## config.mk

```make
export PLATFORM = sky130hd
export DESIGN_NAME = frame_arb_mux
export DESIGN_NICKNAME = d
export VERILOG_FILES = /design/src/rtl/frame_mux_pkg.sv /design/src/rtl/rr_arbiter.sv /design/src/rtl/frame_arb_mux.sv
export SDC_FILE = /design/constraint.sdc
export NUM_CORES = 1
export LEC_CHECK = 0
export ABC_AREA = 0
export CAP_MARGIN = 5
export CORE_AREA = 2 2 85 87
export CTS_CLUSTER_DIAMETER = 40
export DETAILED_ROUTE_END_ITERATION = 8
export DIE_AREA = 0 0 87 89
export DONT_BUFFER_PORTS = 1
export GPL_TIMING_DRIVEN = 0
export PLACE_DENSITY = 0.62
export SYNTH_ARGS = -nofsm -noshare
export SYNTH_HDL_FRONTEND = slang
export SYNTH_SLANG_ARGS = --single-unit
```

## constraint.sdc

```tcl
create_clock -name clk -period 3.7 [get_ports clk]
set_input_delay 0.925 -clock clk [delete_from_list [all_inputs] [get_ports clk]]
set_output_delay 0.925 -clock clk [all_outputs]
set_load 0.01 [all_outputs]
```

## src/rtl/frame_mux_pkg.sv

```systemverilog
// Shared types for the frame arbiter/multiplexer: FSM states and arbitration mode encodings.
package frame_mux_pkg;

  typedef enum logic {
    IDLE = 1'b0,
    BUSY = 1'b1
  } state_t;

  localparam int unsigned PRIO_RR    = 0;
  localparam int unsigned PRIO_FIXED = 1;

endpackage

```

## src/rtl/rr_arbiter.sv

```systemverilog
// Combinational arbiter: one-hot winner among req, searching upward from ptr (round-robin)
// or from index 0 (fixed priority), wrapping modulo N.
module rr_arbiter #(
  parameter int unsigned N  = 5,
  parameter int unsigned PW = (N > 1) ? $clog2(N) : 1
) (
  input  logic [N-1:0]  req,
  input  logic [PW-1:0] ptr,
  input  logic          mode,
  output logic [N-1:0]  winner
);

  logic [PW-1:0]  start;
  logic [2*N-1:0] req_dbl;
  logic [2*N-1:0] win_dbl;
  logic [N-1:0]   req_rot;
  logic [N-1:0]   low_rot;

  // Rotate so that index 'start' sits at bit 0, isolate the lowest set bit,
  // then rotate back; avoids a variable-indexed priority loop.
  always_comb begin
    start   = mode ? '0 : ptr;
    req_dbl = {req, req} >> start;
    req_rot = req_dbl[N-1:0];
    low_rot = req_rot & (~req_rot + {{(N-1){1'b0}}, 1'b1});
    win_dbl = {low_rot, low_rot} << start;
    winner  = win_dbl[2*N-1:N];
  end

endmodule

```

## src/rtl/frame_arb_mux.sv

```systemverilog
// Frame-granular arbiter/mux: grants one switch FIFO per frame, pops it word by word
// into a registered output stage with valid/ready flow control.
module frame_arb_mux
  import frame_mux_pkg::*;
#(
  parameter int unsigned NUM_SW_INST = 5,
  parameter int unsigned FRAME_WIDTH = 32,
  parameter int unsigned PRIO_MODE   = PRIO_RR
) (
  input  logic                               clk,
  input  logic                               rst,
  input  logic [NUM_SW_INST-1:0]             fifo_valid,
  input  logic [NUM_SW_INST-1:0]             fifo_last,
  input  logic [NUM_SW_INST*FRAME_WIDTH-1:0] frame_in,
  output logic [NUM_SW_INST-1:0]             rd_sel,
  output logic [FRAME_WIDTH-1:0]             frame_out,
  output logic                               frame_valid,
  output logic                               frame_last,
  input  logic                               out_ready,
  output logic [NUM_SW_INST-1:0]             grant
);

  localparam int unsigned   PW       = $clog2(NUM_SW_INST);
  localparam logic [PW-1:0] LAST_IDX = PW'(NUM_SW_INST - 1);

  state_t                  state_q;
  state_t                  state_d;
  logic [NUM_SW_INST-1:0]  grant_d;
  logic [NUM_SW_INST-1:0]  arb_winner;
  logic [PW-1:0]           rr_ptr_q;
  logic [PW-1:0]           rr_ptr_d;
  logic [PW-1:0]           owner_idx;
  logic [FRAME_WIDTH-1:0]  own_word;
  logic                    own_valid;
  logic                    own_last;
  logic                    xfer;

  rr_arbiter #(
    .N  (NUM_SW_INST),
    .PW (PW)
  ) u_arb (
    .req    (fifo_valid),
    .ptr    (rr_ptr_q),
    .mode   (PRIO_MODE == PRIO_FIXED),
    .winner (arb_winner)
  );

  always_comb begin
    own_word  = '0;
    owner_idx = '0;
    for (int unsigned i = 0; i < NUM_SW_INST; i++) begin
      if (grant[i]) begin
        own_word  = own_word | frame_in[i*FRAME_WIDTH +: FRAME_WIDTH];
        owner_idx = PW'(i);
      end
    end
  end

  assign own_valid = |(fifo_valid & grant);
  assign own_last  = |(fifo_last & grant);

  // Output stage is free when empty or being drained this cycle.
  assign xfer   = (state_q == BUSY) && own_valid && (!frame_valid || out_ready);
  assign rd_sel = (xfer && !rst) ? grant : '0;

  always_comb begin
    state_d  = state_q;
    grant_d  = grant;
    rr_ptr_d = rr_ptr_q;
    unique case (state_q)
      IDLE: begin
        grant_d = '0;
        if (|fifo_valid) begin
          grant_d = arb_winner;
          state_d = BUSY;
        end
      end
      BUSY: begin
        if (xfer && own_last) begin
          state_d  = IDLE;
          grant_d  = '0;
          rr_ptr_d = (owner_idx == LAST_IDX) ? '0 : owner_idx + PW'(1);
        end
      end
      default: begin
        state_d = IDLE;
        grant_d = '0;
      end
    endcase
  end

  always_ff @(posedge clk or posedge rst) begin
    if (rst) begin
      state_q  <= IDLE;
      grant    <= '0;
      rr_ptr_q <= '0;
    end else begin
      state_q  <= state_d;
      grant    <= grant_d;
      rr_ptr_q <= rr_ptr_d;
    end
  end

  always_ff @(posedge clk or posedge rst) begin
    if (rst) begin
      frame_out   <= '0;
      frame_last  <= 1'b0;
      frame_valid <= 1'b0;
    end else if (xfer) begin
      frame_out   <= own_word;
      frame_last  <= own_last;
      frame_valid <= 1'b1;
    end else if (frame_valid && out_ready) begin
      frame_valid <= 1'b0;
    end
  end

endmodule

```

==> metrics.md <==
| Metric | Value |
|---|---|
| Initial antenna violation count | `0` |
| Total CTS buffers | `5` |
| Cell Chain, Critical Path | `clkbuf_1, a222oi_1, nand2_1, and3_1, clkbuf_1, clkbuf_2, and3_1` |
| Crit path largest cell delay | `330 ps` |
| Cell area after synthesis | `2773 um^2` |
| Power Density | `970.1 nW/um^2` |
| CTS root buffer | `clkbuf_8` |
| Clock Latency Late Sink | `290 ps` |
| CTS sink cnt | `43` |
| Worst vdd ir | `306.2 uV` |
| Initial DRC count | `316` |
| Initial Util | `0.4127` |
| Worst clock skew | `8.542 ps` |
| Avg Inst Size Synth | `8.830 um^2` |
| Synth area leaders | `dfrtp_1, a222oi_1, a22oi_1` |
| Commonest non-fill, non-tap cell in the layout | `dfrtp_1` |
| Diodes inserted | `0` |
| Area of the core | `6719 um^2` |
| Post-synth EDFFs | `0` |
| PnR worst setup slack | `148.1 ps` |
| Final wirelength | `10.51 mm` |
| Outcome | `finished clean` |
| DR vias/cell | `7.233` |
| Maxcap violations | `0` |
| Cts-stage hold buffer count | `0` |
| TritonCTS clock tree | `done` |
| DRC Markers | `0` |
| Top_reg_cell synth | `dfrtp_1` |
| Leakage | `1.094 nW` |
| Most frequent cells in the layout | `dfrtp_1, a22oi_1, nor2_1` |
| FFs w/ async S/R, synth | `1.000` |
| Syn_nets | `487` |
| R2R Setup Slk | `1240 ps` |
| Setup TNS | `0 ps` |
| Worst-margin pin slew | `608.3 ps` |
| Final max-slew violation count | `0` |
| CTS Buffer Depth | `2` |
| Top-area cell type share of the netlist area | `0.3881` |
| Via count | `2915` |
| Kind of critical path | `in -> out` |
| Final #Nets | `495` |
| Slowest CP cell | `clkbuf_1` |
| Flops & latches, synth | `43` |
| Yosys top cell by area | `dfrtp_1` |
| Total global-route track usage | `0.2482` |
| WP buf/inv | `3` |
| CP startpoint | `fifo_valid[4]` |
| Die Area | `7743 um^2` |
| RSZ-0062 raised after global routing | `no` |
| Crit path DAT | `2630 ps` |
| Synth warnings | `0` |
| Register area share after synthesis | `0.3881` |
| # rows | `30` |
| Post-DP Area | `2893 um^2` |
| Endpoint class of the critical path | `output pin` |
| Vias in the first global route | `2751` |
| R2R depth | `6` |
| Worst EP required | `2770 ps` |
| Largest net degree at the start of global routing | `26` |
| CP top delay family | `buffers and inverters` |
| Width of the chip | `87 um` |
| HP Class | `in -> async` |
| DP Worst Slack | `-30.55 ps` |
| Top Ports | `217` |
| HPWL Detailed | `8.097 mm` |
| Fin. Hold Viols | `0` |
| Area growth from synthesis to layout | `7.310%` |
| # port buffers | `0` |
| Max Clk Rate | `281.5 MHz` |
| Remaining antenna violation count | `0` |
| Clock transition at path regs | `70 ps` |
| Worst R2R End | `grant[3]` |
| Crit share post-route | `0.9600` |
| WL/cell | `26.08 um` |
| Tmin final | `3552 ps` |
| CP Launch Type | `primary input` |
| Post-route cell area | `2975 um^2` |
| Distinct cells, synth | `41` |
| Worst slew margin | `0.5829` |
| 1st-pass router iterations | `6` |
| Die height | `89 um` |
| Share of cells above drive strength 1 | `0.04644` |
| Critical path depth | `7` |
| Htree depth | `2` |
| RD Place Congestion | `0.9224` |
| FILL cells | `679` |
| Total grt overflow | `0` |
| First-pass GRT wire length | `14.57 mm` |
| Final Util | `0.4428` |
| Worst-path fanout max | `10` |
| Worst r2r src | `rr_ptr_q[1]` |
| Syn Inst Count | `314` |
| Final setup vio count | `0` |
[stage by stage]
stage / power (mW) / hold slack [ps] / instances
final: 2.887 / 549.7 / 403
after detailed placement: 2.610 / 535.0 / 395
after floorplan: 2.158 / 500.2 / 314
after global placement: 2.565 / 534.6 / 394
after global routing: 3.120 / 574.3 / 403
after CTS: 2.903 / 553.0 / 403
[cell usage after synthesis, types with 4 or more instances]
cell type / count
a222oi_1: 34
a31oi_1: 34
nand3_1: 9
nand2_1: 13
o211ai_1: 4
a22oi_1: 36
clkbuf_1: 32
a21oi_1: 5
inv_1: 7
nor2_1: 36
and3_1: 7
o21ai_0: 8
mux2i_1: 6
dfrtp_1: 43
[repair_timing]
item,CTS,global route
endpoints found under the setup margin,5,0
resized for setup,1,0
setup buffers,0,0
[where the power goes]
| part | total (mW) | switching (mW) | leakage (nW) | internal, mW |
|---|---|---|---|---|
| clock | 0.287 | 0.154 | 0.0422 | 0.133 |
| sequential | 1.02 | 0.302 | 0.505 | 0.721 |
| combinational | 1.58 | 0.986 | 0.546 | 0.590 |
[state kept, by name, summed over array words and instances, names as in the netlist]
signal,cells
frame_out,32
grant,5
rr_ptr_q,3
frame_last,1
frame_valid,1
state_q,1
[cells by family (layout without fill, tap and decap cells)]
family | Yosys count | in the layout | synth area share
mux | 8 | 8 | 0.02978
simple gates | 83 | 83 | 0.1421
buf+inv | 43 | 52 | 0.05912
flops | 43 | 43 | 0.3881
compound gates | 137 | 137 | 0.3809
[final cells by class]
cell class | count | area (um^2) | area share
multi-input cells | 228 | 1533 | 0.5151
flip-flops and latches | 43 | 1076 | 0.3616
plain buffers | 36 | 138.9 | 0.04668
well taps | 80 | 100.1 | 0.03364
clock buffers | 7 | 76.32 | 0.02565
inverters | 7 | 26.28 | 0.008831
repair buffers | 1 | 20.02 | 0.006728
clock inverters | 1 | 5.005 | 0.001682
[worst max-delay path by stage]
stage / end / slack, ps
3_5_place_dp: rd_sel[4] / -30
6_report: rd_sel[4] / 150
2_1_floorplan: rd_sel[0] / 530
4_1_cts: rd_sel[3] / 130
3_3_place_gp: rd_sel[3] / -5
5_1_grt: rd_sel[0] / 10
[per-layer routing]
layer	share of wire	GRT usage	wire length, um
met5	0	0	0
met4	0.013	0.06250	138
met3	0.11	0.06371	1106
met2	0.50	0.4303	5253
met1	0.38	0.3096	4013
No activity file was read; power rests on OpenSTA's default activity.
